### config.mk
export PLATFORM = sky130hd
export DESIGN_NAME = approx_booth_mult_seq_flat
export DESIGN_NICKNAME = d
export VERILOG_FILES = /design/src/rtl/approx_booth_mult_seq_if.sv /design/src/rtl/approx_booth_mult_seq.sv /design/src/flat_wrapper.sv
export SDC_FILE = /design/constraint.sdc
export NUM_CORES = 1
export LEC_CHECK = 0
export CAP_MARGIN = 5
export CORE_MARGIN = 1
export CORE_UTILIZATION = 41
export CTS_CLUSTER_SIZE = 8
export DETAILED_ROUTE_END_ITERATION = 12
export GPL_ROUTABILITY_DRIVEN = 0
export HOLD_SLACK_MARGIN = 0.06
export PLACE_DENSITY = 0.6
export SLEW_MARGIN = 20
export SYNTH_ARGS = -nofsm -noshare
export SYNTH_HDL_FRONTEND = slang
export SYNTH_SLANG_ARGS = --single-unit
### constraint.sdc
create_clock -name clk -period 11.39 [get_ports clk]
set_input_delay 1.139 -clock clk [delete_from_list [all_inputs] [get_ports clk]]
set_output_delay 1.139 -clock clk [all_outputs]
set_load 0.005 [all_outputs]
### src/rtl/approx_booth_mult_seq_if.sv
`default_nettype none
// ============================================================================
// approx_booth_mult_seq_if : operand / product handshake bundle.
// err_o exists only when ABM_ERR_MON_EN is defined.   Rev 1.0
// ============================================================================
interface approx_booth_mult_seq_if #(
  parameter int WIDTH = 16
);
  logic                   in_valid;
  logic                   in_ready;
  logic [WIDTH-1:0]       a_i;
  logic [WIDTH-1:0]       b_i;
  logic                   mode_i;
  logic                   flush_i;
  logic                   out_valid;
  logic                   out_ready;
  logic [2*WIDTH-1:0]     product_o;
`ifdef ABM_ERR_MON_EN
  logic signed [2*WIDTH:0] err_o;
`endif

  modport master (
    output in_valid, a_i, b_i, mode_i, flush_i, out_ready,
    input  in_ready, out_valid, product_o
`ifdef ABM_ERR_MON_EN
    , input err_o
`endif
  );

  modport slave (
    input  in_valid, a_i, b_i, mode_i, flush_i, out_ready,
    output in_ready, out_valid, product_o
`ifdef ABM_ERR_MON_EN
    , output err_o
`endif
  );
endinterface
`default_nettype wire

### src/rtl/approx_booth_mult_seq.sv
`default_nettype none
// ============================================================================
// approx_booth_mult_seq : sequential radix-4 Booth multiplier, exact or PPG-2S
// approximate partial products; ABM_ERR_MON_EN adds error monitor.  Rev 1.0
// ============================================================================
module approx_booth_mult_seq #(
  parameter int WIDTH         = 16,
  parameter int APPROX_DIGITS = WIDTH / 2
) (
  input  logic                    clk,
  input  logic                    rst_n,
  approx_booth_mult_seq_if.slave  bus
);
  localparam int DIGITS = WIDTH / 2;
  localparam int CNT_W  = (DIGITS > 1) ? $clog2(DIGITS) : 1;
  localparam int PW     = 2 * WIDTH;
  localparam logic [CNT_W-1:0] CNT_LAST = CNT_W'(DIGITS - 1);

  localparam logic [1:0] S_IDLE = 2'd0;
  localparam logic [1:0] S_BUSY = 2'd1;
  localparam logic [1:0] S_DONE = 2'd2;

  logic [1:0]       state_q, state_d;
  logic [CNT_W-1:0] cnt_q, cnt_d;
  logic [WIDTH-1:0] a_q, a_d, b_q, b_d;
  logic             mode_q, mode_d;
  logic [PW-1:0]    acc_q, acc_d;

  logic [WIDTH:0]   b_ext;
  logic [2:0]       triple;
  logic             neg, zero, two, use_approx;
  logic [WIDTH+1:0] a_x, mag, pp_ex;
  logic [WIDTH-1:0] p_ax;
  logic [PW-1:0]    pp_ex_ext, pp_sel, pp_shift;

  assign b_ext  = {b_q, 1'b0};
  assign triple = b_ext[2*cnt_q +: 3];
  assign neg    = triple[2] & ~(triple[1] & triple[0]);
  assign zero   = (triple == 3'b000) | (triple == 3'b111);
  assign two    = (triple == 3'b011) | (triple == 3'b100);

  // Exact digit product d*A at WIDTH+2 bits
  assign a_x       = {{2{a_q[WIDTH-1]}}, a_q};
  assign mag       = zero ? '0 : (two ? {a_x[WIDTH:0], 1'b0} : a_x);
  assign pp_ex     = neg ? (~mag + 1'b1) : mag;
  assign pp_ex_ext = {{(PW-WIDTH-2){pp_ex[WIDTH+1]}}, pp_ex};

  // PPG-2S: magnitude 2 ignored, negation carry folded into bit 0 via the digit MSB
  always_comb begin
    p_ax    = neg ? ~a_q : (zero ? '0 : a_q);
    p_ax[0] = p_ax[0] | triple[2];
  end

  assign use_approx = mode_q && (int'(cnt_q) < APPROX_DIGITS);
  assign pp_sel     = use_approx ? {{(PW-WIDTH){p_ax[WIDTH-1]}}, p_ax} : pp_ex_ext;
  assign pp_shift   = pp_sel << (2*cnt_q);

`ifdef ABM_ERR_MON_EN
  logic [PW-1:0] acc_ex_q, acc_ex_d, pp_ex_shift;
  assign pp_ex_shift = pp_ex_ext << (2*cnt_q);
`endif

  always_comb begin
    state_d = state_q;
    cnt_d   = cnt_q;
    a_d     = a_q;
    b_d     = b_q;
    mode_d  = mode_q;
    acc_d   = acc_q;
`ifdef ABM_ERR_MON_EN
    acc_ex_d = acc_ex_q;
`endif
    case (state_q)
      S_IDLE: begin
        if (bus.in_valid) begin
          a_d     = bus.a_i;
          b_d     = bus.b_i;
          mode_d  = bus.mode_i;
          acc_d   = '0;
          cnt_d   = '0;
`ifdef ABM_ERR_MON_EN
          acc_ex_d = '0;
`endif
          state_d = S_BUSY;
        end
      end
      S_BUSY: begin
        acc_d = acc_q + pp_shift;
`ifdef ABM_ERR_MON_EN
        acc_ex_d = acc_ex_q + pp_ex_shift;
`endif
        if (cnt_q == CNT_LAST) begin
          cnt_d   = '0;
          state_d = S_DONE;
        end else begin
          cnt_d = cnt_q + 1'b1;
        end
      end
      S_DONE: begin
        if (bus.out_ready) state_d = S_IDLE;
      end
      default: state_d = S_IDLE;
    endcase
    // Abort outranks both accept and output handshake
    if (bus.flush_i) begin
      state_d = S_IDLE;
      cnt_d   = '0;
      acc_d   = '0;
`ifdef ABM_ERR_MON_EN
      acc_ex_d = '0;
`endif
    end
  end

  always_ff @(posedge clk or negedge rst_n) begin
    if (!rst_n) begin
      state_q <= S_IDLE;
      cnt_q   <= '0;
      a_q     <= '0;
      b_q     <= '0;
      mode_q  <= 1'b0;
      acc_q   <= '0;
`ifdef ABM_ERR_MON_EN
      acc_ex_q <= '0;
`endif
    end else begin
      state_q <= state_d;
      cnt_q   <= cnt_d;
      a_q     <= a_d;
      b_q     <= b_d;
      mode_q  <= mode_d;
      acc_q   <= acc_d;
`ifdef ABM_ERR_MON_EN
      acc_ex_q <= acc_ex_d;
`endif
    end
  end

  assign bus.in_ready  = (state_q == S_IDLE);
  assign bus.out_valid = (state_q == S_DONE);
  assign bus.product_o = acc_q;
`ifdef ABM_ERR_MON_EN
  assign bus.err_o = (state_q == S_DONE)
                   ? ($signed({acc_ex_q[PW-1], acc_ex_q}) - $signed({acc_q[PW-1], acc_q}))
                   : '0;
`endif
endmodule
`default_nettype wire

### src/flat_wrapper.sv
// flat-port wrapper written by rule: the top's interface ports become plain ports
module approx_booth_mult_seq_flat 
#(
  parameter int WIDTH         = 16,
  parameter int APPROX_DIGITS = WIDTH / 2
)
  (clk, rst_n, bus_in_valid, bus_a_i, bus_b_i, bus_mode_i, bus_flush_i, bus_out_ready, bus_in_ready, bus_out_valid, bus_product_o);
  approx_booth_mult_seq_if #(.WIDTH(WIDTH)) bus_i ();
  input  logic clk;
  input  logic rst_n;
  input wire logic [$bits(bus_i.in_valid)-1:0] bus_in_valid;
  input wire logic [$bits(bus_i.a_i)-1:0] bus_a_i;
  input wire logic [$bits(bus_i.b_i)-1:0] bus_b_i;
  input wire logic [$bits(bus_i.mode_i)-1:0] bus_mode_i;
  input wire logic [$bits(bus_i.flush_i)-1:0] bus_flush_i;
  input wire logic [$bits(bus_i.out_ready)-1:0] bus_out_ready;
  output wire logic [$bits(bus_i.in_ready)-1:0] bus_in_ready;
  output wire logic [$bits(bus_i.out_valid)-1:0] bus_out_valid;
  output wire logic [$bits(bus_i.product_o)-1:0] bus_product_o;
  assign bus_i.in_valid = bus_in_valid;
  assign bus_i.a_i = bus_a_i;
  assign bus_i.b_i = bus_b_i;
  assign bus_i.mode_i = bus_mode_i;
  assign bus_i.flush_i = bus_flush_i;
  assign bus_i.out_ready = bus_out_ready;
  assign bus_in_ready = bus_i.in_ready;
  assign bus_out_valid = bus_i.out_valid;
  assign bus_product_o = bus_i.product_o;
  approx_booth_mult_seq #(.WIDTH(WIDTH), .APPROX_DIGITS(APPROX_DIGITS)) u_core (.clk(clk), .rst_n(rst_n), .bus(bus_i));
endmodule
# ---- Word level (Yosys, flattened, before mapping)
# Cells that the tools add are included.
dict set report totals {
  ff_bits 70
  input_bits 38
  output_inout_bits 34
  elab_cells 52
}
dict set report op_classes {
  addsub 3
  eq_ne 9
  shifts 2
  mux 18
  bitwise 8
  n_reduce_logical 6
}
# operator n
set ops {}
lappend ops {{$mux W32} 3}
lappend ops {{$pmux W32 S2} 1}
lappend ops {{$mux W16} 3}
lappend ops {{$mux W18} 2}
lappend ops {{$add A32 B32 Y32} 1}
lappend ops {{$shl A32 B4 Y32} 1}
lappend ops {{$add A18 B1 Y18 const B} 1}
lappend ops {{$not A18 Y18} 1}
lappend ops {{$shiftx A17 B5 Y3} 1}
lappend ops {{$not A16 Y16} 1}
lappend ops {{$eq A3 B3 Y1 const B} 3}
lappend ops {{$mux W3} 3}
lappend ops {{$mux W2} 4}
lappend ops {{$ne A3 B3 Y1 const B} 2}
lappend ops {{$pmux W2 S3} 1}
lappend ops {{$pmux W3 S2} 1}
lappend ops {{$reduce_and A2 Y1} 2}
lappend ops {{$add A3 B1 Y3 const B} 1}
lappend ops {{$eq A3 B2 Y1 const B} 1}
lappend ops {{$logic_not A3 Y1} 1}
lappend ops {{$ne A3 B2 Y1 const B} 1}
lappend ops {{$or A1 B1 Y1} 3}
lappend ops {{$reduce_and A3 Y1} 1}
lappend ops {{$reduce_bool A3 Y1} 1}
lappend ops {{5 further kinds} 6}

# ---- Logic depth before layout (Yosys ltp)
# Gate-level depths: netlist (run 1).
dict set report depth {
  depth_word 13
  mapped_depth 30
  depth_no_buf 26
}

# ---- Least setup slack after synthesis (run 1)
# Ideal clock, no wire load.
dict set report synth_path {
  path_type {register -> register}
  from {register u_core.cnt_q[1]}
  to {register u_core.acc_q[31], in the netlist u_core.bus.product_o[31]}
  setup_time_ns 0.076
  t_arrival_ns 6.706
  t_required_ns 11.314
  setup_slack_ns 4.607
  path_stages_with_launch 30
  path_buffers 3
  period_less_slack_ns 6.783
  cell_sequence {dfrtp_1 -> buf_6 -> mux4_2 -> or2_1 -> mux2i_4 -> nor2_1 -> buf_2 -> clkbuf_1 -> a22oi_1 -> ha_1 -> o31ai_1 -> a221oi_1 -> nand3_1 -> o41ai_1 -> a21o_1 -> o21ai_1 -> mux2_2 -> mux2i_1 -> ha_1 -> a21o_1 -> a21o_1 -> a21o_1 -> a21o_1 -> a21o_1 -> a2111oi_0 -> nor3b_1 -> a221oi_1 -> xnor2_1 -> or3_1 -> o21ai_1}
}
dict set report synth_between {
  elab_chain_cells 13
  word_cells_on_any_way 23
  classes_between {add/sub (2); eq/ne (3); shift (2); mux (8); bitwise (7); reduce/logical (1)}
}
# element line_no
set synth_rtl {}
lappend synth_rtl {{start: declaration} approx_booth_mult_seq.sv:24} ;# logic [CNT_W-1:0] cnt_q, cnt_d;
lappend synth_rtl {{start signal: assignment} approx_booth_mult_seq.sv:128} ;# cnt_q <= cnt_d;
lappend synth_rtl {{$shiftx A17 B5 Y3} approx_booth_mult_seq.sv:37} ;# assign triple = b_ext[2*cnt_q +: 3];
lappend synth_rtl {{$eq A3 B2 Y1 or $eq A3 B3 Y1 (tied branches)} approx_booth_mult_seq.sv:40} ;# assign two = (triple == 3'b011) | (triple == 3'b100);
lappend synth_rtl {{$or A1 B1 Y1} approx_booth_mult_seq.sv:40}
lappend synth_rtl {{$mux W16} approx_booth_mult_seq.sv:44} ;# assign mag = zero ? '0 : (two ? {a_x[WIDTH:0], 1'b0} : a_x);
lappend synth_rtl {{$mux W18} approx_booth_mult_seq.sv:44}
lappend synth_rtl {{$not A18 Y18} approx_booth_mult_seq.sv:45} ;# assign pp_ex = neg ? (~mag + 1'b1) : mag;
lappend synth_rtl {{$add A18 B1 Y18} approx_booth_mult_seq.sv:45}
lappend synth_rtl {{$mux W18} approx_booth_mult_seq.sv:45}
lappend synth_rtl {{$mux W32} approx_booth_mult_seq.sv:55} ;# assign pp_sel = use_approx ? {{(PW-WIDTH){p_ax[WIDTH-1]}}, p_ax} : pp_ex_ext;
lappend synth_rtl {{$shl A32 B4 Y32 (*)} approx_booth_mult_seq.sv:56} ;# assign pp_shift = pp_sel << (2*cnt_q);
lappend synth_rtl {{$add A32 B32 Y32 (*)} approx_booth_mult_seq.sv:88} ;# acc_d = acc_q + pp_shift;
lappend synth_rtl {{$pmux W32 S2 (*)} approx_booth_mult_seq.sv:73} ;# case (state_q)
lappend synth_rtl {{$mux W32 (*)} approx_booth_mult_seq.sv:105} ;# if (bus.flush_i) begin
lappend synth_rtl {{end signal: assignment} approx_booth_mult_seq.sv:122} ;# acc_q <= '0;
lappend synth_rtl {{end signal: assignment} approx_booth_mult_seq.sv:132} ;# acc_q <= acc_d;
lappend synth_rtl {{end: declaration} approx_booth_mult_seq.sv:27} ;# logic [PW-1:0] acc_q, acc_d;
# Every way passes the cells marked *; elsewhere a longest branch is shown, timed or not.
# A chain may end at the register's enable or synchronous reset.

# ---- Worst setup path in the final report (run 1)
# Ends and elaborated chain as after synthesis.

==> metrics.cfg, run 1 <==
[yosys]
syn-cell-area_sq_um = 6434
synth-async-reset-ratio_pct = 100.0
ys_types = 77
synth_cells = 753
synth_edf_count = 0
synth_seq_cells = 70
yosysWarningCount = 0
synth_area_per_cell_sq_um = 8.544
synth_flop_cell = dfrtp_1
ys_seq_area_share_pct = 27.23
syn_nets = 831

[sta]
max_slew_margin_pct = 28.06
whs_ns = 0.5021
rsz0062_at_grt = false
fmax_mhz = 126.9
slew_viol_final = 0
finalCriticalPeriod_ns = 7.878
hold_violations = 0
setup_slack_ns = 3.512
tns_ns = 0
finClkSkew_ns = 0.005567
setup_viol = 0
tightestPinTransition_ns = 1.075
finalCritPeriodShare_pct = 69.16

[cells_and_area]
fin_util_pct = 49.38
nets = 870
fillCellCount = 1495
layout-drive-gt1-share_pct = 9.799
layout_common_cells = 86 x nand2_1, 70 x clkdlybuf4s50_1, 70 x dfrtp_1, 56 x o21ai_0, 46 x nor2_1
antenna_cells = 0
areaGrowthSynthToFinish_pct = 17.11
final_common_cell = nand2_1

[grt]
grt_usage_pct = 22.94
grt_max_degree = 71
first_global_vias = 5890
grt_pass1_wl_um = 29530
grt_antenna_before_repair = 0
grt_overflow_total = 0

[run]
drv_cap = 0

[die]
die_x_um = 127.3
io-pin-count = 72
start_util_pct = 42.16
fp.coreArea_sq_um = 15260
die_h_um = 127.3
rows = 45
die_area_sq_um = 16200

[cts]
insertion_delay_ns = 0.35
clock-sinks = 70
cts_buffers = 9
clkTransAtPathRegs_ns = 0.06
cts_tree = done
ctsHtreeMaxLevel = 3
ctsHoldBuffers = 0
cts_root_buf = clkbuf_16
cts_buffer_depth = 2
cts_setup_buffers = 0
post_cts_resized = 0

[drt]
first_iter_violations = 615
vias = 6023
drtAntennaViolNets = 0
wl_per_cell_um = 17.67
drt-vias-per-instance = 5.981
detail_route.first_pass.iterations = 5
wirelength_um = 17800
drc = 0

[place]
dp_hpwl_um = 12750
port_buffers = 71
post-place-ws_ns = 3.665

[worst_setup_path]
arrival_ns = 8.15
worstSetupPathType = register to register
required_ns = 11.66
crit_path_end_kind = register
path_max_fanout = 50
crit_path_start_kind = register

[hold_path]
hold_path.class = register to register

[pwr]
ir_worst_vdd_mv = 0.1142
leakage_nw = 3.220
p_per_area_nw_per_um2 = 171.1

[status]
run_status = completed

==> metrics by stage <==
| stage | cell area, sq um | total power [W] | cells |
|---|---|---|---|
| 6_report | 7535 | 0.001289 | 1007 |
| 5_1_grt | 7535 | 0.001381 | 1007 |
| 4_1_cts | 7535 | 0.001287 | 1007 |
| 3_5_place_dp | 7246 | 0.0009944 | 992 |
| 3_3_place_gp | 7246 | 0.0009852 | 992 |
| 2_1_floorplan | 6434 | 0.0008094 | 753 |
==> cell type report <==
class	instances	area (sq um)	share of cell area [%]
clock buffer	9	225.2	2.989
timing repair buffer	79	765.7	10.16
sequential	70	1752	23.25
inverter	16	60.06	0.7971
tap	211	264.0	3.504
multi-input combinational	616	4404	58.45
clock inverter	6	63.81	0.8469
==> cells in the mapped netlist, drive strengths merged (4+ instances only) <==
master / number / share of area [%]
mux2i: 23 / 3.8
o211ai: 17 / 2.0
buf: 9 / 0.95
mux2: 42 / 7.4
and2: 12 / 1.2
nor2: 47 / 2.7
nand3: 14 / 1.2
mux4: 5 / 1.8
nor3: 16 / 1.2
o21bai: 5 / 0.58
a211oi: 5 / 0.58
a22o: 10 / 1.4
a22oi: 7 / 0.82
ha: 39 / 7.6
a221oi: 8 / 1.2
nor2b: 5 / 0.49
o22ai: 5 / 0.49
a32oi: 4 / 0.54
o21a: 11 / 1.3
inv: 16 / 0.93
o31ai: 9 / 1.1
o21ai: 60 / 4.7
a21o: 26 / 3.0
o31a: 5 / 0.68
clkbuf: 42 / 2.5
a21boi: 4 / 0.47
a211o: 4 / 0.54
dfrtp: 70 / 27
xnor2: 13 / 1.8
or3: 6 / 0.58
a21oi: 42 / 3.3
a31oi: 6 / 0.58
xor2: 17 / 2.3
nand2b: 6 / 0.58
nand4: 4 / 0.39
nand2: 86 / 5.0
and3: 5 / 0.49
==> critical path, cell delays in order (launching register included) <==
cell       delay, ns
dfrtp_1         0.45
buf_4           0.48
mux4_2          0.63
inv_1           0.11
o211ai_1        0.13
o31a_1          0.38
a22oi_1         0.25
ha_1            0.24
o31ai_1         0.09
a221oi_1        0.60
a211oi_1        0.17
a311oi_1        0.50
nand2_1         0.10
a21oi_1         0.18
a21oi_1         0.10
and2_1          0.24
ha_1            0.23
or4_1           0.53
o221ai_1        0.25
nor3_1          0.08
a21oi_1         0.22
o21ai_0         0.22
a2111oi_0       0.56
nor3b_1         0.19
a221oi_1        0.35
xnor2_1         0.12
or3_1           0.31
o21ai_1         0.09
==> cell families after synthesis <==
family	synth area share, %
DFF	27.23
buffers and inverters	4.356
adders and majority gates	7.896
muxes	12.93
and+or+nand+nor	15.64
xor gates and xnor gates	4.084
AOI/OAI and AO/OA	27.87
==> final timing paths <==
path | cells past startpoint | endpoint | slack, ns | start
min in group asynchronous | 2 | u_core.b_q[5] | 1.01 | rst_n
min reg2reg | 1 | u_core.b_q[1] | 0.50 | u_core.b_q[1]
max in group asynchronous | 2 | u_core.bus.product_o[22] | 9.80 | rst_n
min | 1 | u_core.b_q[1] | 0.50 | u_core.b_q[1]
max reg2reg | 27 | u_core.bus.product_o[31] | 3.51 | u_core.cnt_q[1]
max | 27 | u_core.bus.product_o[31] | 3.51 | u_core.cnt_q[1]
==> report_power, final <==
part	leakage [nW]	internal [W]	switching (W)	total (W)
logic	2.19	0.000294	0.000380	0.000674
clock network	0.137	0.000168	0.000114	0.000282
registers	0.893	0.000284	0.0000490	0.000333
==> flip-flops by register name, indices dropped and copies added (netlist names) <==
register,cells
u_core.state_q,2
u_core.cnt_q,3
u_core.a_q,16
u_core.mode_q,1
u_core.b_q,16
u_core.bus.product_o,32
==> per-layer routing <==
| layer | vias up | track usage [%] | share of wire (%) |
|---|---|---|---|
| li1 | 2902 | - | - |
| met1 | 2877 | 29.71 | 46 |
| met2 | 208 | 37.51 | 46 |
| met3 | 36 | 4.397 | 5.3 |
| met4 | 0 | 9.454 | 2.7 |
| met5 | - | 0 | 0 |
(Power assumes the default switching activity.)
==> inputs of run 2 (changes only) <==
- PLACE_DENSITY: 0.6 -> 0.63
- clock period: 11.39 -> 7.1 ns (I/O delays scaled with it)
==> metrics.cfg, run 2 (synthesis gave the netlist of run 1 again) <==
[status]
run_status = completed

[sta]
max_slew_margin_pct = 27.66  ; -0.40 points
finalCriticalPeriod_ns = 6.630  ; -1.248 ns
setup_viol = 0  ; unchanged
hold_violations = 0  ; unchanged
finClkSkew_ns = 0.004414  ; -0.001154 ns
finalCritPeriodShare_pct = 93.37  ; +24 points
fmax_mhz = 150.8  ; +19%
slew_viol_final = 0  ; unchanged
whs_ns = 0.5028  ; +0.0007710 ns
tightestPinTransition_ns = 1.081  ; +0.006019 ns
tns_ns = 0  ; unchanged

[worst_setup_path]
crit_path_end_kind = register
r2r_cells = 23  ; -15%
crit_top_cell = a21o_1
worstReg2RegStart = u_core.cnt_q[1]
required_ns = 7.37  ; -4.29 ns
cp_top_family = compound AO/OA/AOI/OAI gates
path_cells = mux4_2, buf_4, or4_1, and3_1, a221o_1, or3_1, o41ai_2, a21o_1, o21ai_1, mux2_2, mux2i_1, ha_1, a21o_1, a21o_1, a21o_1, a21o_1, a21o_1, a2111oi_2, nor3b_2, a221oi_1, xnor2_1, or3_1, o21ai_1
path_max_fanout = 7  ; -86%
arrival_ns = 6.90  ; -1.25 ns
crit_path_start_kind = register
worst-path-buf-inv = 1  ; -1
regToRegEndpoint = u_core.bus.product_o[31]
endpoint = u_core.bus.product_o[31]
r2r_slack_ns = 0.47  ; -3.04 ns
crit_start = u_core.cnt_q[1]
worst_path_max_delay_cell = mux4_2
cpPeakStageDelay_ns = 0.60  ; -0.03 ns
path_depth = 23  ; -15%
worstSetupPathType = register to register

[drt]
first_iter_violations = 591  ; -3.9%
detail_route.first_pass.iterations = 6  ; +1
drt-vias-per-instance = 6.030  ; +0.82%
vias = 6175  ; +2.5%
drc = 0  ; unchanged
wirelength_um = 18280  ; +2.7%
wl_per_cell_um = 17.85  ; +1.0%
drtAntennaViolNets = 0  ; unchanged

[pwr]
switching_share_pct = 41.26  ; -0.88 points
ir_worst_vdd_mv = 0.1492  ; +31%
p_comb_share_pct = 53.0  ; +0.7 points
p_int_w = 0.001249  ; +67%
leakage_nw = 3.317  ; +3.0%
p_per_area_nw_per_um2 = 275.2  ; +61%
switching_power_w = 0.0008773  ; +62%
share_seq_of_total_power_pct = 25.3  ; -0.6 points
clkPwrFrac_pct = 21.7  ; -0.2 points

[cells_and_area]
final_common_cell = nand2_1
nets = 886  ; +1.8%
layout-drive-gt1-share_pct = 12.67  ; +2.9 points
layout_common_cells = 86 x nand2_1, 70 x clkdlybuf4s50_1, 69 x dfrtp_1, 54 x o21ai_0, 46 x nor2_1
antenna_cells = 0  ; unchanged
largest_reg_flops = 32  ; unchanged
postLayoutCellArea_sq_um = 7729  ; +2.6%
fillCellCount = 1410  ; -5.7%
areaGrowthSynthToFinish_pct = 20.13

[grt]
grt_max_degree = 71  ; unchanged
first_global_vias = 5997  ; +1.8%
grt_usage_pct = 23.55  ; +0.60 points
grt_overflow_total = 0  ; unchanged
grt_antenna_before_repair = 0  ; unchanged
grt_pass1_wl_um = 30470  ; +3.2%

[cts]
ctsHoldBuffers = 0  ; unchanged
clock-sinks = 70  ; unchanged
ctsHtreeMaxLevel = 3  ; unchanged
cts_root_buf = clkbuf_16
cts_tree = done
cts_buffer_depth = 2  ; unchanged
cts_buffers = 9  ; unchanged
insertion_delay_ns = 0.35  ; about the same
clkTransAtPathRegs_ns = 0.06  ; about the same

[place]
placed_area_sq_um = 7356  ; +1.5%
dp_hpwl_um = 13170  ; +3.3%
port_buffers = 71  ; unchanged

[die]
io-pin-count = 72  ; unchanged
die_h_um = 127.3  ; unchanged
die_x_um = 127.3  ; unchanged
start_util_pct = 42.16  ; unchanged
die_area_sq_um = 16200  ; unchanged
rows = 45  ; unchanged
fp.coreArea_sq_um = 15260  ; unchanged

[run]
drv_cap = 0  ; unchanged

[hold_path]
hold_path.class = register to register

[run 2: cell count changes in the layout (fill, tap and decap cells not counted), moves of 2 or more]
cell,change
buf_4,+16
o21ai_1,+2
a2111oi_0,-2
clkbuf_8,+2
o21ai_0,-2
clkbuf_1,+2
a2111oi_2,+2
[run 2: worst reg2reg max path: stages, from the launching register on]
cell,delay [ns]
dfrtp_2,0.45
mux4_2,0.60
buf_4,0.19
or4_1,0.42
and3_1,0.30
a221o_1,0.39
or3_1,0.45
o41ai_2,0.36
a21o_1,0.19
o21ai_1,0.08
mux2_2,0.32
mux2i_1,0.20
ha_1,0.32
a21o_1,0.18
a21o_1,0.18
a21o_1,0.19
a21o_1,0.18
a21o_1,0.19
a2111oi_2,0.41
nor3b_2,0.12
a221oi_1,0.33
xnor2_1,0.12
or3_1,0.31
o21ai_1,0.08
[run 2: final cells by class]
type                            instances  area, sq um  share of cell area, %
Clock buffer                           13        260.3                  3.367
Clock inverter                          3        42.54                 0.5504
Inverter                               16        60.06                 0.7771
Multi-Input combinational cell        616         4463                  57.75
Sequential cell                        70         1753                  22.68
Tap cell                              211        264.0                  3.416
Timing Repair Buffer                   95        885.9                  11.46
[run 2: power by group through the flow]
stage	combinational (W)	sequential, W	clock, W
global route	0.00124	0.000549	0.000495
global placement	0.00106	0.000541	0
detailed placement	0.00108	0.000542	0
floorplan	0.000794	0.000504	0
CTS	0.00109	0.000537	0.000476
finish	0.00113	0.000538	0.000462
[run 2: layer usage]
layer	global-route usage [%]	part of all wire [%]	wire, um	vias to the layer above
met4	9.664	2.6	475	0
li1	-	-	-	2930
met3	4.983	6.6	1202	45
met2	38.22	47	8523	250
met5	0	0	0	-
met1	30.44	44	8078	2950
[run 2: how the worst min path moves through the flow]
stage	from	end	slack (ns)	depth (start not counted)
finish	u_core.b_q[8]	u_core.b_q[8]	0.50	1
global route	u_core.b_q[8]	u_core.b_q[8]	0.51	1
CTS	u_core.b_q[8]	u_core.b_q[8]	0.50	1
detailed placement	u_core.b_q[8]	u_core.b_q[8]	0.49	1
global placement	u_core.b_q[15]	u_core.b_q[15]	0.49	1
floorplan	rst_n	u_core.a_q[0]	0.41	0
[run 2: repair_timing]
action	in CTS	in global routing
gates resized for setup	1	14
pin swaps	0	1
cloned	0	0
setup endpoints to repair	2	4
setup buffers	0	2
[run 2: through the flow]
| step | power, W | setup slack [ns] | std cells | util [%] |
|---|---|---|---|---|
| global route | 0.002281 | -0.01268 | 1024 | 50.65 |
| floorplan | 0.001299 | 0.3173 | 753 | - |
| CTS | 0.002107 | 0.1223 | 1022 | 50.23 |
| detailed placement | 0.001623 | -0.04770 | 1006 | 48.21 |
| global placement | 0.001601 | 0.08758 | 1006 | 48.21 |
| finish | 0.002127 | 0.4704 | 1024 | 50.65 |
==> inputs of run 3 (changes only) <==
- PLACE_DENSITY: 0.63 -> 0.6
==> metrics.cfg, run 3 (synthesis gave the netlist of run 1 again) <==
[status]
run_status = completed

[sta]
fmax_mhz = 147.6  ; -2.1%
tightestPinTransition_ns = 1.051  ; -0.02979 ns
slew_viol_final = 0  ; unchanged
hold_violations = 0  ; unchanged
tns_ns = 0  ; unchanged
finClkSkew_ns = 0.006729  ; +0.002315 ns
setup_viol = 0  ; unchanged
setup_slack_ns = 0.3264  ; -0.1440 ns
finalCritPeriodShare_pct = 95.40  ; +2.0 points
finalCriticalPeriod_ns = 6.774  ; +0.1440 ns
max_slew_margin_pct = 29.65  ; +2.0 points

[cells_and_area]
antenna_cells = 0  ; unchanged
stdcell_count = 1022  ; -0.20%
layout_common_cells = 86 x nand2_1, 70 x clkdlybuf4s50_1, 70 x dfrtp_1, 54 x o21ai_0, 46 x nor2_1
final_common_cell = nand2_1
largest_reg_flops = 32  ; unchanged
nets = 884  ; -0.23%
areaGrowthSynthToFinish_pct = 20.11  ; about the same
fin_util_pct = 50.64  ; about the same
layout-drive-gt1-share_pct = 12.82  ; +0.15 points

[worst_setup_path]
worst-path-buf-inv = 3  ; +2
required_ns = 7.38  ; about the same
cpPeakStageDelay_ns = 0.55  ; -0.05 ns
crit_path_start_kind = register
worstSetupPathType = register to register
crit_path_end_kind = register
cp_top_family = compound AO/OA/AOI/OAI gates
worst_path_max_delay_cell = mux4_2
arrival_ns = 7.05  ; +0.15 ns
path_max_fanout = 20  ; +13

[cts]
clock-sinks = 70  ; unchanged
cts_buffer_depth = 2  ; unchanged
insertion_delay_ns = 0.35  ; about the same
ctsHtreeMaxLevel = 3  ; unchanged
clkTransAtPathRegs_ns = 0.06  ; about the same
cts_tree = done
cts_buffers = 9  ; unchanged
cts_root_buf = clkbuf_16

[grt]
grt_antenna_before_repair = 0  ; unchanged
grt_pass1_wl_um = 28870  ; -5.3%
grt_overflow_total = 0  ; unchanged
grt_usage_pct = 22.35  ; -1.2 points
first_global_vias = 5708  ; -4.8%
grt_max_degree = 71  ; unchanged

[drt]
drtAntennaViolNets = 0  ; unchanged
drt-vias-per-instance = 5.944  ; -1.4%
wl_per_cell_um = 17.35  ; -2.8%
vias = 6075  ; -1.6%
wirelength_um = 17740  ; -3.0%
drc = 0  ; unchanged
detail_route.first_pass.iterations = 5  ; -1
first_iter_violations = 628  ; +6.3%

[die]
die_h_um = 127.3  ; unchanged
io-pin-count = 72  ; unchanged
rows = 45  ; unchanged
die_x_um = 127.3  ; unchanged
start_util_pct = 42.16  ; unchanged
fp.coreArea_sq_um = 15260  ; unchanged
die_area_sq_um = 16200  ; unchanged

[run]
drv_cap = 0  ; unchanged

[pwr]
fin_total_pwr_w = 0.002121  ; -0.25%
leakage_nw = 3.308  ; -0.26%
p_per_area_nw_per_um2 = 274.5  ; -0.23%
ir_worst_vdd_mv = 0.1417  ; -5.1%

[place]
post-place-ws_ns = -0.05625  ; -0.008553 ns
dp_hpwl_um = 12860  ; -2.4%
port_buffers = 71  ; unchanged
dp.cells = 1004  ; -0.20%

[hold_path]
hold_path.class = register to register

[run 3: cell count changes in the layout (fill, tap and decap cells not counted), moves of 2 or more]
cell,before,now
clkinv_4,0,2
inv_6,0,2
buf_4,24,21
clkbuf_1,2,0
clkbuf_8,2,0
[run 3: stage by stage]
step | instance area [sq um] | hold WS (ns)
2_1_floorplan | 6434 | 0.4144
3_3_place_gp | 7336 | 0.4909
3_5_place_dp | 7336 | 0.4916
4_1_cts | 7647 | 0.5064
5_1_grt | 7727 | 0.5269
6_report | 7727 | 0.5016
[run 3: power by group]
group | total [W] | internal [W] | switching [W]
sequential | 0.000536 | 0.000456 | 0.0000801
clock | 0.000467 | 0.000275 | 0.000192
combinational | 0.00112 | 0.000502 | 0.000616
total | 0.00212 | 0.00123 | 0.000888
[run 3: routing by layer]
| layer | routed length (um) | global-route usage (%) | up-vias | part of all wire, % |
|---|---|---|---|---|
| met1 | 8170 | 30.67 | 2918 | 46 |
| met4 | 345 | 7.633 | 0 | 1.9 |
| met5 | 0 | 0 | - | 0 |
| met3 | 960 | 4.858 | 28 | 5.4 |
| li1 | - | - | 2940 | - |
| met2 | 8259 | 34.72 | 189 | 47 |
[run 3: cell type report]
class	instances	area, sq um
Tap cell	211	264.0
Fill cell	1427	7531
Timing Repair Buffer	93	874.6
Inverter	16	60.06
Clock inverter	7	80.08
Sequential cell	70	1752
Multi-Input combinational cell	616	4472
Clock buffer	9	225.2
[run 3: final timing paths]
kind                                  from                       end  slack, ns  depth (start not counted)
max in group asynchronous            rst_n  u_core.bus.product_o[31]       5.96                          2
min in group asynchronous            rst_n             u_core.b_q[9]       0.56                          2
hold reg to reg              u_core.b_q[9]             u_core.b_q[9]       0.50                          1
hold / removal               u_core.b_q[9]             u_core.b_q[9]       0.50                          1
setup / recovery           u_core.cnt_q[1]  u_core.bus.product_o[31]       0.33                         25
setup reg to reg           u_core.cnt_q[1]  u_core.bus.product_o[31]       0.33                         25
[run 3: repair_timing]
item / 4_1_cts / 5_1_grt
hold buffers: 0 / 0
setup endpoints to repair: 2 / 3
resized for setup: 1 / 15
endpoints found under the hold margin: 0 / 0
gates cloned: 0 / 0
pin swaps: 0 / 2
buffers inserted: 0 / 2
[run 3: worst reg2reg max path: cells and delay by family (launching register included)]
family | cells | cell delay, ns
AOI/OAI and AO/OA | 11 | 2.77
xor gates and xnor gates | 2 | 0.25
adders and majority gates | 1 | 0.22
buffers and inverters | 3 | 0.60
DFF | 1 | 0.45
muxes | 4 | 1.68
and+or+nand+nor | 4 | 0.71
